--- config.mk ---
export PLATFORM = sky130hd
export DESIGN_NAME = simon_seq_engine
export DESIGN_NICKNAME = d
export VERILOG_FILES = /design/src/rtl/simon_pkg.sv /design/src/rtl/simon_lfsr.sv /design/src/rtl/simon_seq_engine.sv
export SDC_FILE = /design/constraint.sdc
export NUM_CORES = 1
export LEC_CHECK = 0
export CAP_MARGIN = 20
export CORE_UTILIZATION = 56
export DETAILED_ROUTE_END_ITERATION = 8
export MAX_ROUTING_LAYER = met4
export PLACE_DENSITY_LB_ADDON = 0.15
export SLEW_MARGIN = 15
export SYNTH_ARGS = -nofsm -noshare
export SYNTH_HDL_FRONTEND = slang
export SYNTH_SLANG_ARGS = --single-unit
--- constraint.sdc ---
create_clock -name clk -period 6.5 [get_ports clk]
set_input_delay 1.95 -clock clk [delete_from_list [all_inputs] [get_ports clk]]
set_output_delay 1.95 -clock clk [all_outputs]
set_load 0.01 [all_outputs]
--- src/rtl/simon_pkg.sv ---
// simon_pkg: shared state encoding, colour type and LFSR taps for the Simon sequencer
package simon_pkg;
   typedef enum logic [2:0] {IDLE, GROW, SHOW, GAP, INPUT, FAIL, DONE} state_t;
   typedef logic [1:0] color_t;
   localparam logic [7:0] LFSR_TAPS = 8'hB8;
endpackage

--- src/rtl/simon_lfsr.sv ---
// simon_lfsr: free-running 8-bit Fibonacci LFSR (x^8+x^6+x^5+x^4+1), zero seed forced to 1
module simon_lfsr #(
   parameter logic [7:0] SEED = 8'hA5
) (
   input  logic       clk,
   input  logic       reset,
   output logic [7:0] q
);
   import simon_pkg::*;
   // Shift left every cycle, feeding back the parity of the tapped bits
   always_ff @(posedge clk)
      q <= !reset ? (SEED == 8'h00 ? 8'h01 : SEED) : {q[6:0], ^(q & LFSR_TAPS)};
endmodule

--- src/rtl/simon_seq_engine.sv ---
// simon_seq_engine: Simon memory-game sequencer (grow, play back, check echo); SIMON_TIMEOUT_EN adds input inactivity timeout
module simon_seq_engine #(
   parameter int         MAX_LEN       = 32,
   parameter int         PLAY_TICKS    = 4,
   parameter logic [7:0] SEED          = 8'hA5,
   parameter int         TIMEOUT_TICKS = 1000
) (
   input  logic       clk,
   input  logic       reset,
   input  logic       start,
   input  logic       btn_valid,
   input  logic [1:0] btn,
   output logic       led_on,
   output logic [1:0] led_color,
   output logic [7:0] level,
   output logic       fail,
   output logic       done
);
   import simon_pkg::*;
   localparam int IW = $clog2(MAX_LEN);
   localparam int TW = $clog2(PLAY_TICKS + 1);
   state_t          state, state_d;
   logic [7:0]      level_d;
   logic [IW-1:0]   idx, idx_d;
   logic [TW-1:0]   tick, tick_d;
   color_t          mem [MAX_LEN];
   logic [7:0]      lfsr_q;
   logic [5:0]      unused_lfsr;
   logic            last, hit, tick_end, timeout;
   simon_lfsr #(.SEED(SEED)) u_lfsr (.clk(clk), .reset(reset), .q(lfsr_q));
   assign unused_lfsr = lfsr_q[7:2];
   assign last        = 8'(idx) == level - 8'd1;
   assign hit         = btn == mem[idx];
   assign tick_end    = tick == TW'(PLAY_TICKS - 1);
   assign led_on      = state == SHOW;
   assign led_color   = led_on ? mem[idx] : 2'b00;
   assign fail        = state == FAIL;
   assign done        = state == DONE;
`ifdef SIMON_TIMEOUT_EN
   localparam int CW = $clog2(TIMEOUT_TICKS + 1);
   logic [CW-1:0] tcnt;
   assign timeout = tcnt == CW'(TIMEOUT_TICKS - 1);
   // Count idle INPUT cycles; any press or leaving INPUT restarts the count
   always_ff @(posedge clk)
      tcnt <= (!reset || state != INPUT || btn_valid) ? '0 : tcnt + 1'b1;
`else
   localparam int unused_timeout = TIMEOUT_TICKS;
   assign timeout = 1'b0;
`endif
   // Next-state and datapath updates for the game flow
   always_comb begin
      state_d = state;
      level_d = level;
      idx_d   = idx;
      tick_d  = tick;
      case (state)
         IDLE, FAIL, DONE: if (start) begin
            state_d = GROW;
            level_d = 8'd0;
         end
         GROW: begin
            state_d = SHOW;
            level_d = level + 8'd1;
            idx_d   = '0;
            tick_d  = '0;
         end
         SHOW: begin
            tick_d  = tick_end ? '0 : tick + 1'b1;
            state_d = tick_end ? GAP : SHOW;
         end
         GAP: begin
            tick_d = tick_end ? '0 : tick + 1'b1;
            if (tick_end) begin
               state_d = last ? INPUT : SHOW;
               idx_d   = last ? '0 : idx + 1'b1;
            end
         end
         INPUT: if (btn_valid && !hit) state_d = FAIL;
            else if (btn_valid) begin
               idx_d = last ? '0 : idx + 1'b1;
               if (last) state_d = level < 8'(MAX_LEN) ? GROW : DONE;
            end
            else if (timeout) state_d = FAIL;
         default: state_d = IDLE;
      endcase
   end
   // State and index registers with synchronous active-low reset
   always_ff @(posedge clk)
      if (!reset) begin
         state <= IDLE;
         level <= 8'd0;
         idx   <= '0;
         tick  <= '0;
      end else begin
         state <= state_d;
         level <= level_d;
         idx   <= idx_d;
         tick  <= tick_d;
      end
   // Append the new random colour while growing; contents survive reset
   always_ff @(posedge clk)
      if (reset && state == GROW) mem[level[IW-1:0]] <= lfsr_q[1:0];
endmodule
==> results of run 1 <==
==> metrics by stage <==
stage	utilization	instances	area, um^2
5_1_grt	0.6467	531	5101
6_report	0.6467	531	5101
3_3_place_gp	0.6134	513	4838
4_1_cts	0.6429	529	5071
2_1_floorplan	-	411	4644
3_5_place_dp	0.6134	513	4838
==> cells by family (layout without fill, tap and decap cells) <==
kind of cell,after synthesis,after routing,share of synthesized area
AOI/OAI and AO/OA,81,81,0.1342
adders and majority gates,7,7,0.01832
and+or+nand+nor,155,155,0.1697
xor gates and xnor gates,10,10,0.01886
buffers and inverters,28,46,0.03367
DFF,96,96,0.5517
muxes,34,34,0.07355
==> report_power, final <==
group          internal [mW]  switching [mW]  leakage (nW)
combinational         0.0624          0.0988         0.672
sequential             0.675          0.0275         0.834
clock                  0.228           0.217         0.114
==> path summary, 6_finish.rpt <==
kind	from	end	slack [ns]	cells after the start
worst min register to register	u_lfsr.q[6]$_SDFF_PN0_	u_lfsr.q[7]$_SDFF_PN1_	0.42	1
worst min-delay path	u_lfsr.q[6]$_SDFF_PN0_	u_lfsr.q[7]$_SDFF_PN1_	0.42	1
worst max register to register	flip-flop	state[2]$_SDFFE_PN0P_	3.36	8
worst max-delay path	flip-flop	led_color[1]	1.66	6
==> cell usage in the layout (no fill, tap or decap), types with 3 or more instances in the layout <==
| cell type | n |
|---|---|
| nand2b_1 | 6 |
| o22ai_1 | 3 |
| and3_1 | 4 |
| a31oi_1 | 3 |
| nand3_1 | 17 |
| xnor2_1 | 6 |
| a21boi_0 | 6 |
| inv_1 | 9 |
| a21o_1 | 3 |
| dfxtp_1 | 31 |
| ha_1 | 6 |
| edfxtp_1 | 64 |
| clkdlybuf4s50_1 | 18 |
| nor2_1 | 50 |
| xor2_1 | 4 |
| mux2i_1 | 33 |
| nor3_1 | 4 |
| o21ai_1 | 3 |
| a21oi_1 | 14 |
| nand2_1 | 29 |
| and2_1 | 11 |
| nand4_1 | 5 |
| o21ai_0 | 12 |
| nor4_1 | 3 |
| nand3b_1 | 4 |
| clkbuf_8 | 9 |
| a22oi_1 | 11 |
| or3_1 | 4 |
| nor2b_1 | 6 |
==> final cells by class <==
class	instances	area share
Sequential cell	96	0.5026
Multi-Input combinational cell	287	0.3775
Timing Repair Buffer	21	0.04268
Clock buffer	12	0.03483
Tap cell	102	0.02502
Clock inverter	4	0.01079
Inverter	9	0.006623
==> sequential cells by signal, summed over array words and instances (netlist names), named ones only <==
signal,count
mem,64
idx,5
u_lfsr.q,8
state,3
tick,3
level,8
==> routing by layer <==
layer	GRT usage	wire [um]	vias up	share of wire
met2	0.3891	4812	106	0.49
met4	0.1103	209	0	0.021
met1	0.3167	4378	1580	0.44
met3	0.04146	520	23	0.052
met5	-	0	-	0
li1	-	-	1550	-
==> worst max-delay path, cell delays in order (launching register included) <==
cell	delay [ns]
dfxtp_2	0.96
mux2i_1	0.17
a22oi_1	0.24
and4b_1	0.24
a31oi_2	0.06
a21boi_0	0.25
clkdlybuf4s50_1	0.58
==> results.toml, run 1 <==
[run_status]
status = "finished clean"

[floorplan]
placementRows = 32
io_pins = 19
initial_core_util = 0.5888
die_width_um = 93.07
die-area_um2 = 8662
die_y_um = 93.07
core_area_um2 = 7888

[cells_and_area]
synthToLayoutAreaGrowth_pct = 9.833
multi_input_area_um2 = 1926
seqCellArea_um2 = 2564
nFillCells = 614
drive_above_1_share = 0.08392
fin_nets = 436
antenna_cells = 0

[clocking]
cts_tree = "built"
clock_latency_ns = 0.37
cts_inserted_buffers = 9
post-cts-setup-buffer-count = 0
ctsResizeCount = 0
cts.clk_slew.worst_paths_ns = 0.09
clock-root-buffer = "clkbuf_8"
cts_sinks = 96
clockBufferDepth = 2
htree_levels = 3
cts_hold_buf = 0

[job]
maxCapViolations = 0

[critical_path]
start_kind = "flip-flop"
cp_max_fo = 32
crit_arrival_ns = 2.89
cp.required_ns = 4.55
critPathKind = "reg -> out"
cp-end-kind = "output pin"

[synth]
yosysTopAreaCell = "edfxtp_1"
avgSynthCellArea_um2 = 11.30
synth_nets = 423
synth_area_leaders = "edfxtp_1, dfxtp_1, mux2i_1"
synth_flop_cell = "edfxtp_1"
ys_seq_area_frac = 0.5517
synth_top_cell_area_share = 0.4138
yosysWarningCount = 0
ys_seq_elements = 96
synth_edf_count = 64
synthTopCellsByCount = "edfxtp_1, nor2_1, mux2i_1"
synthDistinctLibCells = 66
synthArstFlopShare = 0
synth_area_um2 = 4644
synth_most_common_cell = "edfxtp_1"
syn_inst = 411

[hold_path]
hold_path_class = "reg -> reg"

[sta]
period_minus_slack_ns = 4.835
slew_headroom = 0.3710
maxSlewViolCount = 0
tns_ns = 0
clock_skew_ns = 0.01337
layout_setup_ws_ns = 1.665
setup_violations = 0
hold_viol_final = 0
rsz0062_at_grt = "no"
period_share = 0.7439
holdWs_ns = 0.4216
clock.fmax_ghz = 0.2068
worst_pin_slew_ns = 0.9435

[placed_design]
pre_cts_slack_ns = 2.057
dp_hpwl_um = 6510
gp_congestion = 0.7968
portBuffers = 18

[power]
powerDensity_nw_per_um2 = 256.5
total_power_mw = 1.308
peakVddDrop_mv = 0.1118
p_leak_nw = 1.620

[drt]
routed_via_density = 6.137
drt-pass1-iter-count = 4
routed_wl_um = 9920
drc = 0
antenna_left = 0
wl_per_cell_um = 18.68
drtIter0Drc = 178
vias = 3259

[global_routing]
grt_first_pass_wirelength_um = 15550
grt_max_degree = 34
gr-total-overflow = 0
grt_usage = 0.2475
antenna_found_initial = 0
grt_pass1_vias = 3091
Note: power is estimated with default switching activity, not from simulation.
==> run 2: changes to the inputs <==
clock period = 4.6 ns   (was 6.5 ns; I/O delays follow)
==> results.toml, run 2 (synthesis results as in run 1) <==
[placed_design]
numPlacedInstances = 516
dp_hpwl_um = 6479
gp_congestion = 0.9094
placed_area_um2 = 4861
portBuffers = 18

[cells_and_area]
antenna_cells = 0
drive_above_1_share = 0.08837
largest_reg_flops = 64
final_cells = 532
synthToLayoutAreaGrowth_pct = 9.025
fin_area_um2 = 5064
final_cell_mix = "edfxtp_1, nor2_1, mux2i_1, dfxtp_1, nand2_1"
fin_nets = 437
layout_commonest_cell = "edfxtp_1"

[global_routing]
grt_first_pass_wirelength_um = 15480
grt_usage = 0.2417
gr-total-overflow = 0
grt_max_degree = 34
antenna_found_initial = 0
grt_pass1_vias = 3147

[sta]
maxSlewViolCount = 0
tns_ns = 0
clock.fmax_ghz = 0.2461
period_share = 0.8835
slew_headroom = 0.2737
period_minus_slack_ns = 4.064
clock_skew_ns = 0.009851
rsz0062_at_grt = "no"
worst_pin_slew_ns = 1.088
holdWs_ns = 0.4245
setup_violations = 0
hold_viol_final = 0

[drt]
antenna_left = 0
vias = 3190
wl_per_cell_um = 17.89
drtIter0Drc = 151
routed_wl_um = 9517
drt-pass1-iter-count = 4
drc = 0
routed_via_density = 5.996

[critical_path]
critical-path-max-stage-delay_ns = 0.77
critPathTopFamily = "buffers and inverters"
crit_path_top_delay_cell = "dfxtp_2"
crit_buf_inv = 2
start_kind = "flip-flop"
crit_arrival_ns = 2.68
cp.required_ns = 3.22
cp-end-kind = "output pin"
cp_cell_sequence = "buf_4 > mux2i_1 > a21oi_2 > a31oi_4 > a21boi_0 > clkdlybuf4s50_1"
critPathKind = "reg -> out"
cp_max_fo = 23

[clocking]
htree_levels = 3
cts_inserted_buffers = 9
cts_sinks = 96
clockBufferDepth = 2
cts_tree = "built"
clock-root-buffer = "clkbuf_8"
post-cts-setup-buffer-count = 0
clock_latency_ns = 0.36
ctsResizeCount = 0
cts.clk_slew.worst_paths_ns = 0.09
cts_hold_buf = 0

[power]
p_leak_nw = 1.605
peakVddDrop_mv = 0.1859
p_int_mw = 1.294
clkPwrFrac = 0.317
seqPwrFrac = 0.568
p_sw_frac = 0.2693
total_power_mw = 1.771
p_comb_frac = 0.115
switchingPower_uw = 476.8
powerDensity_nw_per_um2 = 349.7

[floorplan]
initial_core_util = 0.5888
die-area_um2 = 8662
placementRows = 32
io_pins = 19
die_y_um = 93.07
core_area_um2 = 7888
die_width_um = 93.07

[job]
maxCapViolations = 0

[run_status]
status = "finished clean"

[hold_path]
hold_path_class = "reg -> reg"
run 2: cell types whose count changed in the layout (fill, tap and decap cells not counted), sizes merged:
cell      change
clkbuf        -3
clkinv        +2
buf           +1
clkinvlp      +1
run 2: path summary, 6_finish.rpt:
| path | start | endpoint | slack [ns] | cells after the start |
|---|---|---|---|---|
| hold reg to reg | u_lfsr.q[6]$_SDFF_PN0_ | u_lfsr.q[7]$_SDFF_PN1_ | 0.42 | 1 |
| setup / recovery | flip-flop | led_color[1] | 0.54 | 6 |
| hold / removal | u_lfsr.q[6]$_SDFF_PN0_ | u_lfsr.q[7]$_SDFF_PN1_ | 0.42 | 1 |
| setup reg to reg | flip-flop | state[2]$_SDFFE_PN0P_ | 1.62 | 8 |
run 2: area by class of cell:
type / count / area, um^2
clock buffers: 9 / 123.9
clock inverters: 7 / 78.83
fillers: 646 / 2824
inverters: 9 / 33.78
multi-input cells: 287 / 1926
flip-flops and latches: 96 / 2564
well taps: 102 / 127.6
repair buffers: 22 / 210.2
run 2: metal layers:
layer,part of all wire,vias up,routed length [um],track usage
met5,0,-,0,-
met4,0.012,0,114,0.07564
met3,0.054,12,510,0.03333
met2,0.50,84,4765,0.4124
met1,0.43,1540,4127,0.2991
li1,-,1554,-,-
run 2: per-stage QoR:
stage	setup slack, ns	util
after floorplan	1.732	-
after global placement	0.9722	0.6163
after detailed placement	0.8672	0.6163
after CTS	0.4831	0.6420
after global routing	0.3761	0.6420
final	0.5359	0.6420
run 2: power by group through the flow:
stage / Clock (mW) / Sequential [mW] / Combinational, mW
floorplan: 0 / 0.999 / 0.161
global placement: 0 / 1.02 / 0.202
detailed placement: 0 / 1.03 / 0.204
CTS: 0.569 / 1.01 / 0.205
global route: 0.603 / 1.01 / 0.227
finish: 0.561 / 1.00 / 0.204
==> run 3: changes to the inputs <==
CORE_ASPECT_RATIO = 2   (was default)
CORE_UTILIZATION = 55   (was 56)
HOLD_SLACK_MARGIN = 0.08   (was default)
clock period = 3.4 ns   (was 4.6 ns; I/O delays follow)
==> results.toml, run 3 (synthesis results as in run 1) <==
[run_status]
status = "finished clean"

[cells_and_area]
fin_nets = 450
final_cell_mix = "edfxtp_1, nor2_1, dfxtp_1, mux2i_1, nand2_1"
multi_input_area_um2 = 1953
nFillCells = 662
seqCellArea_um2 = 2566
antenna_cells = 0
largest_reg_flops = 64
drive_above_1_share = 0.1242
layout_commonest_cell = "edfxtp_1"
synthToLayoutAreaGrowth_pct = 14.55

[critical_path]
regToRegStartpoint = "level[0]$_SDFFE_PN0P_"
cp.required_ns = 2.38
worstReg2RegEnd = "state[2]$_SDFFE_PN0P_"
r2r.worst_path.cells = 9
crit_arrival_ns = 2.31
cp-end-kind = "output pin"
start_kind = "flip-flop"
cp_max_fo = 12
rrSetupSlack_ns = 0.67
cp_cell_sequence = "buf_12 > mux2i_2 > a22oi_1 > and4b_1 > a31oi_2 > a21boi_1 > clkdlybuf4s50_1"
critPathKind = "reg -> out"
crit_path_top_delay_cell = "clkdlybuf4s50_1"
critical-path-max-stage-delay_ns = 0.48

[floorplan]
placementRows = 47
initial_core_util = 0.5641
die_width_um = 66.98
io_pins = 19
die-area_um2 = 8838
die_y_um = 132.0
core_area_um2 = 8233

[hold_path]
hold_start = "u_lfsr.q[6]$_SDFF_PN0_"
worstHoldEndpoint = "u_lfsr.q[7]$_SDFF_PN1_"
hold_path_class = "reg -> reg"
holdPathStages = 1

[clocking]
clock_latency_ns = 0.33
cts_tree = "built"
clock-root-buffer = "clkbuf_16"
cts_hold_buf = 0
htree_levels = 3
cts_sinks = 96
clockBufferDepth = 2
cts_inserted_buffers = 9
cts.clk_slew.worst_paths_ns = 0.07

[sta]
clock_skew_ns = 0.005795
worst_pin_slew_ns = 1.069
holdWs_ns = 0.4248
slew_headroom = 0.2867
maxSlewViolCount = 0
clock.fmax_ghz = 0.3007
tns_ns = 0
period_minus_slack_ns = 3.325
setup_violations = 0
hold_viol_final = 0
period_share = 0.9780

[global_routing]
antenna_found_initial = 0
grt_pass1_vias = 3303
grt_usage = 0.2633
gr-total-overflow = 0
grt_first_pass_wirelength_um = 16560
grt_max_degree = 34

[drt]
routed_via_density = 6.074
drtIter0Drc = 255
routed_wl_um = 10570
antenna_left = 0
vias = 3286
drt-pass1-iter-count = 5
wl_per_cell_um = 19.54
drc = 0

[placed_design]
portBuffers = 18
dp_hpwl_um = 7401
gp_congestion = 0.8831

[job]
maxCapViolations = 0

[power]
peakVddDrop_mv = 0.3334
powerDensity_nw_per_um2 = 492.7
p_leak_nw = 1.762
## run 3: changes by cell type in the layout (fill, tap and decap cells not counted), sizes merged
cell	before	now
clkinvlp	2	0
bufinv	1	0
buf	4	16
dlymetal6s2s	0	1
clkdlybuf4s50	18	17
inv	11	13
clkbuf	9	12
clkinv	2	1
## run 3: final cells by class
class,instances,share of cell area
multi-input combinational,287,0.3671
timing repair buffer,35,0.06844
clock buffer,11,0.04563
inverter,9,0.006350
tap,98,0.02305
sequential,96,0.4824
clock inverter,5,0.007056
## run 3: how the worst max path moves through the flow
stage                           from           end  slack, ns
3_5_place_dp               flip-flop  led_color[0]       0.31
3_3_place_gp               flip-flop  led_color[1]       0.34
6_report                   flip-flop  led_color[0]       0.07
2_1_floorplan  state[1]$_SDFFE_PN0P_  led_color[0]       0.89
4_1_cts                    flip-flop  led_color[0]      0.005
5_1_grt                    flip-flop  led_color[0]      -0.02
## run 3: layer usage
metal,part of all wire,up-vias,global-route usage
met5,0,-,-
met4,0.027,0,0.1099
met3,0.032,19,0.03806
met2,0.58,100,0.4652
met1,0.36,1590,0.2807
li1,-,1577,-
## run 3: stage by stage
stage / worst slack, ns / power (mW) / utilization / instances / area [um^2]
floorplan: 0.8924 / 1.569 / - / 411 / 4644
global placement: 0.3371 / 1.679 / 0.6014 / 523 / 4951
finish: 0.07495 / 2.621 / 0.6462 / 541 / 5320
detailed placement: 0.3058 / 1.685 / 0.6014 / 523 / 4951
CTS: 0.004556 / 2.632 / 0.6378 / 539 / 5251
global route: -0.02231 / 2.713 / 0.6462 / 541 / 5320
## run 3: critical path, delay by kind of cell (launching register included)
kind	cells	cell delay [ns]
muxes	1	0.27
and+or+nand+nor	1	0.19
DFF	1	0.39
AOI/OAI and AO/OA	3	0.47
buffers and inverters	2	0.64
## run 3: repair_timing
action / CTS / global route
endpoints found under the setup margin: 2 / 2
resized for setup: 4 / 6
buffers inserted: 0 / 0
gates cloned: 0 / 1
## run 3: power by group
| group | switching [mW] | total [mW] | internal (mW) |
|---|---|---|---|
| combinational | 0.194 | 0.325 | 0.130 |
| clock | 0.428 | 0.952 | 0.523 |
| sequential | 0.0535 | 1.34 | 1.29 |
